$ cat src/rtl/alu_arbiter_pkg.sv
// Shared widths, requester IDs, lock FSM encoding and ALU opcode/flag layout
// for the two-requester ALU arbiter.
package alu_arbiter_pkg;

    localparam int DATA_W       = 8;
    localparam int OPER_W       = 4;
    localparam int FLAGS_W      = 4;
    localparam int LOCK_TMO_DEF = 15;
    localparam int CNT_W        = 4;
    localparam int NUM_REQ      = 2;

    localparam logic REQ_EXEC = 1'b0;
    localparam logic REQ_AGEN = 1'b1;

    localparam int FLAG_C = 0;
    localparam int FLAG_Z = 1;
    localparam int FLAG_N = 2;
    localparam int FLAG_V = 3;

    localparam logic [OPER_W-1:0] ALU_ADD = 4'h0;
    localparam logic [OPER_W-1:0] ALU_ADC = 4'h1;
    localparam logic [OPER_W-1:0] ALU_SUB = 4'h2;
    localparam logic [OPER_W-1:0] ALU_AND = 4'h4;
    localparam logic [OPER_W-1:0] ALU_XOR = 4'h6;

    typedef enum logic [1:0] {
        ST_UNLOCKED = 2'd0,
        ST_LOCKED0  = 2'd1,
        ST_LOCKED1  = 2'd2
    } lock_state_t;

    function automatic lock_state_t locked_state(input logic id);
        return id ? ST_LOCKED1 : ST_LOCKED0;
    endfunction

endpackage

$ cat src/rtl/alu_arbiter_if.sv
// Request, ALU-drive and response bundle between the requesters, the arbiter
// and the external combinational ALU.
interface alu_arbiter_if
    import alu_arbiter_pkg::*;
();

    logic [NUM_REQ-1:0]         rq_valid;
    logic [NUM_REQ-1:0]         rq_lock;
    logic [NUM_REQ*OPER_W-1:0]  rq_oper;
    logic [NUM_REQ*DATA_W-1:0]  rq_a;
    logic [NUM_REQ*DATA_W-1:0]  rq_b;
    logic [NUM_REQ*FLAGS_W-1:0] rq_flags;
    logic [NUM_REQ-1:0]         rq_ready;

    logic [OPER_W-1:0]          alu_oper;
    logic [DATA_W-1:0]          alu_a_in;
    logic [DATA_W-1:0]          alu_b_in;
    logic [FLAGS_W-1:0]         alu_proc_flags_in;
    logic [DATA_W-1:0]          alu_out;
    logic [FLAGS_W-1:0]         alu_proc_flags_out;

    logic                       rsp_valid;
    logic                       rsp_id;
    logic [DATA_W-1:0]          rsp_data;
    logic [FLAGS_W-1:0]         rsp_flags;
    logic                       lock_timeout;

    modport slave (
        input  rq_valid, rq_lock, rq_oper, rq_a, rq_b, rq_flags,
        input  alu_out, alu_proc_flags_out,
        output rq_ready,
        output alu_oper, alu_a_in, alu_b_in, alu_proc_flags_in,
        output rsp_valid, rsp_id, rsp_data, rsp_flags, lock_timeout
    );

    modport master (
        output rq_valid, rq_lock, rq_oper, rq_a, rq_b, rq_flags,
        output alu_out, alu_proc_flags_out,
        input  rq_ready,
        input  alu_oper, alu_a_in, alu_b_in, alu_proc_flags_in,
        input  rsp_valid, rsp_id, rsp_data, rsp_flags, lock_timeout
    );

endinterface

$ cat src/rtl/alu_arbiter_rr_arb2.sv
// Two-way round-robin grant; rr_prio names the requester that wins a tie and
// is reloaded by the lock FSM on every accept or forced lock release.
module alu_arbiter_rr_arb2 (
    input  logic       i_clk,
    input  logic       i_rst_n,
    input  logic [1:0] i_req,
    input  logic       i_upd,
    input  logic       i_prio,
    output logic [1:0] o_grant
);

    logic r_prio;

    always_ff @(posedge i_clk or negedge i_rst_n) begin
        if (!i_rst_n) begin
            r_prio <= 1'b0;
        end else if (i_upd) begin
            r_prio <= i_prio;
        end
    end

    genvar gi;
    generate
        for (gi = 0; gi < 2; gi++) begin : g_grant
            assign o_grant[gi] = i_req[gi] & (~i_req[1 - gi] | (r_prio == 1'(gi)));
        end
    endgenerate

endmodule

$ cat src/rtl/alu_arbiter.sv
// Shares one combinational ALU between execute (req 0) and address generation
// (req 1): round-robin grant with carry-chain lock, op stage, tagged rsp stage.
module alu_arbiter
    import alu_arbiter_pkg::*;
#(
    parameter int LOCK_TMO = LOCK_TMO_DEF
) (
    input  logic         master_clk,
    input  logic         reset_n,
    alu_arbiter_if.slave bus
);

    localparam logic [CNT_W-1:0] TMO_LAST = CNT_W'(LOCK_TMO - 1);

    lock_state_t        r_state;
    lock_state_t        w_state_next;
    logic [CNT_W-1:0]   r_cnt;
    logic [CNT_W-1:0]   w_cnt_next;
    logic               r_lock_timeout;
    logic               w_timeout_next;

    logic [1:0]         w_rr_grant;
    logic [1:0]         w_ready;
    logic               w_accept;
    logic               w_sel;
    logic               w_owner;
    logic               w_prio_upd;
    logic               w_prio_val;

    logic [OPER_W-1:0]  w_oper_arr  [NUM_REQ];
    logic [DATA_W-1:0]  w_a_arr     [NUM_REQ];
    logic [DATA_W-1:0]  w_b_arr     [NUM_REQ];
    logic [FLAGS_W-1:0] w_flags_arr [NUM_REQ];

    logic               r_op_valid;
    logic               r_op_id;
    logic [OPER_W-1:0]  r_alu_oper;
    logic [DATA_W-1:0]  r_alu_a;
    logic [DATA_W-1:0]  r_alu_b;
    logic [FLAGS_W-1:0] r_alu_flags;

    logic               r_rsp_valid;
    logic               r_rsp_id;
    logic [DATA_W-1:0]  r_rsp_data;
    logic [FLAGS_W-1:0] r_rsp_flags;

    genvar gi;
    generate
        for (gi = 0; gi < NUM_REQ; gi++) begin : g_unpack
            assign w_oper_arr[gi]  = bus.rq_oper[gi*OPER_W +: OPER_W];
            assign w_a_arr[gi]     = bus.rq_a[gi*DATA_W +: DATA_W];
            assign w_b_arr[gi]     = bus.rq_b[gi*DATA_W +: DATA_W];
            assign w_flags_arr[gi] = bus.rq_flags[gi*FLAGS_W +: FLAGS_W];
        end
    endgenerate

    alu_arbiter_rr_arb2 u_rr_arb2 (
        .i_clk   (master_clk),
        .i_rst_n (reset_n),
        .i_req   (bus.rq_valid),
        .i_upd   (w_prio_upd),
        .i_prio  (w_prio_val),
        .o_grant (w_rr_grant)
    );

    // Grants are suppressed while reset is held so nothing looks accepted.
    always_comb begin
        w_ready = 2'b00;
        if (reset_n) begin
            case (r_state)
                ST_LOCKED0: w_ready = {1'b0, bus.rq_valid[0]};
                ST_LOCKED1: w_ready = {bus.rq_valid[1], 1'b0};
                default:    w_ready = w_rr_grant;
            endcase
        end
    end

    assign w_accept = |w_ready;
    assign w_sel    = w_ready[1];
    assign w_owner  = (r_state == ST_LOCKED1);

    always_ff @(posedge master_clk or negedge reset_n) begin
        if (!reset_n) begin
            r_state        <= ST_UNLOCKED;
            r_cnt          <= '0;
            r_lock_timeout <= 1'b0;
        end else begin
            r_state        <= w_state_next;
            r_cnt          <= w_cnt_next;
            r_lock_timeout <= w_timeout_next;
        end
    end

    // An owner accept in the same cycle as expiry takes precedence over timeout.
    always_comb begin
        w_state_next   = r_state;
        w_cnt_next     = r_cnt;
        w_timeout_next = 1'b0;
        w_prio_upd     = 1'b0;
        w_prio_val     = ~w_sel;
        case (r_state)
            ST_UNLOCKED: begin
                w_cnt_next = '0;
                if (w_accept) begin
                    w_prio_upd = 1'b1;
                    if (bus.rq_lock[w_sel]) begin
                        w_state_next = locked_state(w_sel);
                    end
                end
            end
            ST_LOCKED0, ST_LOCKED1: begin
                if (w_accept) begin
                    w_cnt_next = '0;
                    w_prio_upd = 1'b1;
                    if (!bus.rq_lock[w_owner]) begin
                        w_state_next = ST_UNLOCKED;
                    end
                end else if (r_cnt == TMO_LAST) begin
                    w_state_next   = ST_UNLOCKED;
                    w_cnt_next     = '0;
                    w_timeout_next = 1'b1;
                    w_prio_upd     = 1'b1;
                    w_prio_val     = ~w_owner;
                end else begin
                    w_cnt_next = r_cnt + CNT_W'(1);
                end
            end
            default: begin
                w_state_next = ST_UNLOCKED;
                w_cnt_next   = '0;
            end
        endcase
    end

    always_ff @(posedge master_clk or negedge reset_n) begin
        if (!reset_n) begin
            r_op_valid  <= 1'b0;
            r_op_id     <= 1'b0;
            r_alu_oper  <= '0;
            r_alu_a     <= '0;
            r_alu_b     <= '0;
            r_alu_flags <= '0;
            r_rsp_valid <= 1'b0;
            r_rsp_id    <= 1'b0;
            r_rsp_data  <= '0;
            r_rsp_flags <= '0;
        end else begin
            r_op_valid  <= w_accept;
            r_rsp_valid <= r_op_valid;
            if (w_accept) begin
                r_op_id     <= w_sel;
                r_alu_oper  <= w_oper_arr[w_sel];
                r_alu_a     <= w_a_arr[w_sel];
                r_alu_b     <= w_b_arr[w_sel];
                r_alu_flags <= w_flags_arr[w_sel];
            end
            if (r_op_valid) begin
                r_rsp_id    <= r_op_id;
                r_rsp_data  <= bus.alu_out;
                r_rsp_flags <= bus.alu_proc_flags_out;
            end
        end
    end

    assign bus.rq_ready          = w_ready;
    assign bus.alu_oper          = r_alu_oper;
    assign bus.alu_a_in          = r_alu_a;
    assign bus.alu_b_in          = r_alu_b;
    assign bus.alu_proc_flags_in = r_alu_flags;
    assign bus.rsp_valid         = r_rsp_valid;
    assign bus.rsp_id            = r_rsp_id;
    assign bus.rsp_data          = r_rsp_data;
    assign bus.rsp_flags         = r_rsp_flags;
    assign bus.lock_timeout      = r_lock_timeout;

endmodule
$ cat src/flat_wrapper.sv
// flat-port wrapper written by rule: the top's interface ports become plain ports
module alu_arbiter_flat import alu_arbiter_pkg::*;
#(
    parameter int LOCK_TMO = LOCK_TMO_DEF
)
  (master_clk, reset_n, bus_rq_valid, bus_rq_lock, bus_rq_oper, bus_rq_a, bus_rq_b, bus_rq_flags, bus_alu_out, bus_alu_proc_flags_out, bus_rq_ready, bus_alu_oper, bus_alu_a_in, bus_alu_b_in, bus_alu_proc_flags_in, bus_rsp_valid, bus_rsp_id, bus_rsp_data, bus_rsp_flags, bus_lock_timeout);
  alu_arbiter_if bus_i ();
  input  logic master_clk;
  input  logic reset_n;
  input wire logic [$bits(bus_i.rq_valid)-1:0] bus_rq_valid;
  input wire logic [$bits(bus_i.rq_lock)-1:0] bus_rq_lock;
  input wire logic [$bits(bus_i.rq_oper)-1:0] bus_rq_oper;
  input wire logic [$bits(bus_i.rq_a)-1:0] bus_rq_a;
  input wire logic [$bits(bus_i.rq_b)-1:0] bus_rq_b;
  input wire logic [$bits(bus_i.rq_flags)-1:0] bus_rq_flags;
  input wire logic [$bits(bus_i.alu_out)-1:0] bus_alu_out;
  input wire logic [$bits(bus_i.alu_proc_flags_out)-1:0] bus_alu_proc_flags_out;
  output wire logic [$bits(bus_i.rq_ready)-1:0] bus_rq_ready;
  output wire logic [$bits(bus_i.alu_oper)-1:0] bus_alu_oper;
  output wire logic [$bits(bus_i.alu_a_in)-1:0] bus_alu_a_in;
  output wire logic [$bits(bus_i.alu_b_in)-1:0] bus_alu_b_in;
  output wire logic [$bits(bus_i.alu_proc_flags_in)-1:0] bus_alu_proc_flags_in;
  output wire logic [$bits(bus_i.rsp_valid)-1:0] bus_rsp_valid;
  output wire logic [$bits(bus_i.rsp_id)-1:0] bus_rsp_id;
  output wire logic [$bits(bus_i.rsp_data)-1:0] bus_rsp_data;
  output wire logic [$bits(bus_i.rsp_flags)-1:0] bus_rsp_flags;
  output wire logic [$bits(bus_i.lock_timeout)-1:0] bus_lock_timeout;
  assign bus_i.rq_valid = bus_rq_valid;
  assign bus_i.rq_lock = bus_rq_lock;
  assign bus_i.rq_oper = bus_rq_oper;
  assign bus_i.rq_a = bus_rq_a;
  assign bus_i.rq_b = bus_rq_b;
  assign bus_i.rq_flags = bus_rq_flags;
  assign bus_i.alu_out = bus_alu_out;
  assign bus_i.alu_proc_flags_out = bus_alu_proc_flags_out;
  assign bus_rq_ready = bus_i.rq_ready;
  assign bus_alu_oper = bus_i.alu_oper;
  assign bus_alu_a_in = bus_i.alu_a_in;
  assign bus_alu_b_in = bus_i.alu_b_in;
  assign bus_alu_proc_flags_in = bus_i.alu_proc_flags_in;
  assign bus_rsp_valid = bus_i.rsp_valid;
  assign bus_rsp_id = bus_i.rsp_id;
  assign bus_rsp_data = bus_i.rsp_data;
  assign bus_rsp_flags = bus_i.rsp_flags;
  assign bus_lock_timeout = bus_i.lock_timeout;
  alu_arbiter #(.LOCK_TMO(LOCK_TMO)) u_core (.master_clk(master_clk), .reset_n(reset_n), .bus(bus_i));
endmodule
$ cat config.mk
export PLATFORM = sky130hd
export DESIGN_NAME = alu_arbiter_flat
export DESIGN_NICKNAME = d
export VERILOG_FILES = /design/src/rtl/alu_arbiter_pkg.sv /design/src/rtl/alu_arbiter_if.sv /design/src/rtl/alu_arbiter_rr_arb2.sv /design/src/rtl/alu_arbiter.sv /design/src/flat_wrapper.sv
export SDC_FILE = /design/constraint.sdc
export NUM_CORES = 1
export LEC_CHECK = 0
export ABC_CLOCK_PERIOD_IN_PS = 2600
export CAP_MARGIN = 5
export CORE_AREA = 2 2 76 78
export CTS_BUF_LIST = sky130_fd_sc_hd__clkbuf_4 sky130_fd_sc_hd__clkbuf_8
export CTS_CLUSTER_DIAMETER = 120
export DETAILED_ROUTE_END_ITERATION = 10
export DIE_AREA = 0 0 78 80
export HOLD_SLACK_MARGIN = 0.08
export PLACE_DENSITY = 0.88
export SLEW_MARGIN = 20
export SYNTH_ARGS = -nofsm -noshare
export SYNTH_HDL_FRONTEND = slang
export SYNTH_SLANG_ARGS = --single-unit
$ cat constraint.sdc
create_clock -name master_clk -period 2.6 [get_ports master_clk]
set_clock_uncertainty 0.1 [all_clocks]
set_input_delay 0.52 -clock master_clk [delete_from_list [all_inputs] [get_ports master_clk]]
set_output_delay 0.52 -clock master_clk [all_outputs]
set_load 0.02 [all_outputs]
Yosys cells after proc, flatten, opt, wreduce, memory -nomap -nowiden
Index checks and enable logic that the tools add are counted.

Flip-flop bits (word level): 48. Bits in latches: 0. Bits in writable memories: 0. Memory bits (read-only): 0. Output and inout port bits: 41. Memories kept: 0.

Add/sub/neg operators: 1. $mul: 0. Divide/modulo/power cells: 0. Magnitude comparators: 3. Equality and inequality tests: 7. Shift-type cells: 0. Muxes and demuxes: 37. Bitwise logic cells: 10. Reductions and logical operators: 4.

Operators with widths (number): $mux 8 (6); $mux 4 (9); $mux 2 (7); $mux 1 (12); $pmux 2 s2 (2); $not 1->1 (5); $add 4x1->4 const B (1); $eq 4x4->1 const B (1); $lt 1x2->1 const B (2); $ne 2x1->1 const B (2); $reduce_and 4->1 (1); $reduce_or 2->1 (2); $ne 3x1->1 const B (1); $ne 3x3->1 const B (1); $and 1x1->1 (2); $eq 2x1->1 const B (1); $eq 2x2->1 const B (1); $ge 2x2->1 const B (1); $logic_not 2->1 (1); $not 1->2 (1); $or 1x1->1 (2); $pmux 1 s2 (1).

Logic depth before layout (Yosys ltp)
Gate-level depths: netlist of the first run.

Depth after elaboration: 10. Gate-level depth with buffers: 10.

Cells and area by module
A second synthesis of the first run with hierarchy kept.

Cells, all modules: 196. Area total of the unflattened synthesis: 2219.6 um2.

By module, submodules not included: alu_arbiter (times used 1, cells each 190, area an instance 2159.6 um2, sequential area each 1176.1 um2); alu_arbiter_rr_arb2 (times used 1, cells each 6, area an instance 60.1 um2, sequential area each 25.0 um2).

Worst setup path before layout of the first run
Ideal clock, no wire load.

Kind: reg2out. Start: register u_core.r_state[0]. End: output bus_rq_ready[1]. Arrival time: 1727 ps. Data required time: 1980 ps. Slack: 253 ps. Stages on the path, launching flop included: 8. Path buffers: 3. Path through: dfrtp_1 > inv_1 > ha_1 > buf_6 > nor2b_1 > nor3_2 > buf_6 > clkbuf_1.

Cells in the longest elaborated chain, start to end: 3. Elaborated cells on any way between the ends: 4. Classes of those cells: eq/ne: 2; mux: 2.

Ends and longest elaborated chain: from (decl) (line alu_arbiter.sv:15) `lock_state_t r_state;`; from (signal assigned) (line alu_arbiter.sv:88) `r_state <= w_state_next;`; $eq 2x2->1 / $eq 2x1->1 (equally long branches) (line alu_arbiter.sv:70) `case (r_state)`; $pmux 2 s2 (*) (line alu_arbiter.sv:70); $mux 2 (*) (line alu_arbiter.sv:69) `if (reset_n) begin`; to (decl) (line flat_wrapper.sv:18) `output wire logic [$bits(bus_i.rq_ready)-1:0] bus_rq_ready;`.

Every way passes the cells marked *; elsewhere a longest branch is shown, timed or not.

Final worst setup path of the first run
Ends and elaborated chain as after synthesis.

==> impl_metrics.toml, run 1 <==
[critical_path]
slowest_stage = "ha_1"
worst-path-stages = 5
crit_type = "reg2out"
crit_start = "u_core.r_state[0]"
reg2regPathDepth = 8
end_kind = "primary output"
cp.required_ps = 1980
crit_path_cell_trace = "inv_1, ha_1, nor3b_2, nor3_4, clkdlybuf4s15_1"
cp.buffers_inverters = 2
critPathMaxFanout = 5
arrival_ps = 1880
cpLargestDelayFamily = "buffers and inverters"
r2r-start = "u_core.r_state[0]"
slowest_delay_ps = 420
startpoint_type = "flop"

[yosys]
synth_top_area_cell = "dfrtp_1"
seq_area_frac_synth = 0.539
netlist.area_leader.share = 0.539
synth-main-ff-cell = "dfrtp_1"
synth_area_um2 = 2230
synthTopCellsByCount = "48 x dfrtp_1, 27 x nand2_1, 26 x o21ai_0, 25 x mux2i_1, 13 x mux2_2"
syn-num-nets = 267
avgSynthCellArea_um2 = 11.5
syn_inst = 194
async_flop_share = 1.00
yosys-top-cells-area = "dfrtp_1 54%, mux2i_1 11%, mux2_2 6.6%, o21ai_0 5.8%, nand2_1 4.6%"
synthDistinctLibCells = 33
synth-edff-count = 0
yosysMostFrequentCell = "dfrtp_1"
yosysWarnings = 0
synth-seq-cells = 48

[clock_tree]
clk_latency_ps = 290
cts_made_buffers = 5
htreeDepth = 2
cts_sinks = 48
post_cts_buffers = 0
cts-root-buf = "clkbuf_8"
path_clk_slew_ps = 90
tritoncts = "done"
cts_buffer_depth = 2

[layout]
final_util = 0.653
multiInputGateArea_um2 = 953
nets = 381
syn_to_final_growth_pct = 58.4
final_cell_area_um2 = 3530
num_antenna_cells = 0
seq_area_um2 = 1200
fillers = 450
drive_gt1_frac = 0.126

[floorplan]
core-area_um2 = 5410
die_h_um = 80
row_count = 27
die_x_um = 78
io_pins = 107
fp.dieArea_um2 = 6240
start_util = 0.412

[drt]
vias = 1839
avgRoutedWirePerCell_um = 13.8
drtIter0Drc = 90
finalWirelength_um = 5270
drc_errors = 0
ant_nets = 0
vias_per_cell = 4.83
drtPass1Iterations = 7

[flow_run]
cap_violations = 0

[status]
status = "finished clean"

[timing]
worst_pin_slew_ps = 558
slew_violations = 0
finalCriticalPeriod_ps = 2500
rsz0062_at_grt = "no"
hold_violations = 0
fmax_mhz = 400
maxSlewHeadroom = 0.628
fin_crit_sh = 0.963
setup_viol_count_final = 0

[global_route]
grt_antenna_before_repair = 0
grt_pass1_vias = 1863
grt.total_usage = 0.177
grt_start_max_net_pins = 41
grt_pass1_wl_um = 8650
grt_overflow = 0

[pwr]
ir_drop_mv = 0.526
pwr_density_cell_nw_per_um2 = 1090
power.leakage_uw = 0.00159
power_uw = 3840

[worst_hold_path]
hp-class = "in2async"

[placed_design]
io_buffers = 106
dp_hpwl_um = 3980
gp_congestion = 0.815
placed_area_um2 = 3410
[placed cells by master, fill, tap and decap left out, types with 2 or more instances in the layout]
cell,instances
o21ai_0,26
dfrtp_1,48
nand3_1,2
nor2_1,8
ha_1,7
clkbuf_8,5
a21oi_1,3
inv_1,4
buf_4,11
mux2_2,13
clkdlybuf4s50_1,103
mux2i_1,25
nor2b_1,2
nand2_1,27
[final timing paths]
kind	slack, ps	end
max in group asynchronous	1660	u_core.r_state[0]
max reg2reg	240	u_core.u_rr_arb2.r_prio
min reg2reg	380	u_core.r_cnt[0]
min in group master_clk	380	u_core.r_cnt[0]
min	150	u_core.bus.rsp_id
max	100	bus_rq_ready[1]
[through the flow]
stage               hold WS, ps  TNS [ps]  instances  worst slack [ps]
global placement            267     -25.7        372             -25.7
finish                      145         0        381              97.1
detailed placement          271     -31.0        372             -31.0
floorplan                   124         0        194               253
global route                147         0        381              22.6
CTS                         141         0        381              52.6
[power breakdown]
part           switching [µW]  internal (µW)
logic                     980           1040
registers                 211           1090
clock network             241            284
total                    1430           2410
[final cells by class]
| class | count | share of cell area |
|---|---|---|
| sequential | 48 | 0.341 |
| timing repair buffer | 118 | 0.325 |
| multi-input combinational | 130 | 0.270 |
| tap | 72 | 0.0255 |
| clock buffer | 5 | 0.0195 |
| clock inverter | 3 | 0.0121 |
| inverter | 5 | 0.00674 |
[layer usage]
metal / track usage / vias up / wire length, µm
met5: 0 / - / 0
met2: 0.310 / 68 / 2710
li1: - / 894 / -
met4: 0.0526 / 0 / 72
met1: 0.217 / 869 / 2180
met3: 0.0419 / 8 / 314
[timing repair]
| item | CTS | global route |
|---|---|---|
| gates resized for setup | 2 | 1 |
| endpoints found under the hold margin | 3 | 0 |
| gates cloned | 0 | 0 |
| hold buffers | 1 | 0 |
| endpoints found under the setup margin | 2 | 1 |
[logic make-up (layout without fill, tap and decap cells)]
family	Yosys count	after routing	synth area share
adder cells (fa/ha/maj)	7	7	0.0393
multiplexers	38	38	0.178
AND/OR/NAND/NOR	47	47	0.100
AO/OA/AOI/OAI	36	36	0.0949
flip-flops	48	48	0.539
buffers and inverters	16	131	0.0404
XOR/XNOR	2	2	0.00787
[registers in the layout, indices dropped and copies added (netlist names)]
register / count
u_core.bus.rsp_data: 8
u_core.bus.rsp_id: 1
u_core.bus.alu_a_in: 8
u_core.bus.rsp_flags: 4
u_core.r_op_id: 1
u_core.bus.lock_timeout: 1
u_core.r_state: 2
u_core.u_rr_arb2.r_prio: 1
u_core.bus.rsp_valid: 1
u_core.bus.alu_b_in: 8
u_core.bus.alu_oper: 4
u_core.r_op_valid: 1
u_core.r_cnt: 4
u_core.bus.alu_proc_flags_in: 4
Note: power is estimated with default switching activity, not from simulation.
==> run 2: changes to the inputs <==
--- a/config.mk
+++ b/config.mk
@@ -12,9 +12,8 @@
 export CTS_CLUSTER_DIAMETER = 120
 export DETAILED_ROUTE_END_ITERATION = 10
 export DIE_AREA = 0 0 78 80
-export HOLD_SLACK_MARGIN = 0.08
+export HOLD_SLACK_MARGIN = 0.02
 export PLACE_DENSITY = 0.88
-export SLEW_MARGIN = 20
 export SYNTH_ARGS = -nofsm -noshare
 export SYNTH_HDL_FRONTEND = slang
 export SYNTH_SLANG_ARGS = --single-unit
==> results of run 2 <==
No change in the layout: final DEF, timing and power equal those of run 1.
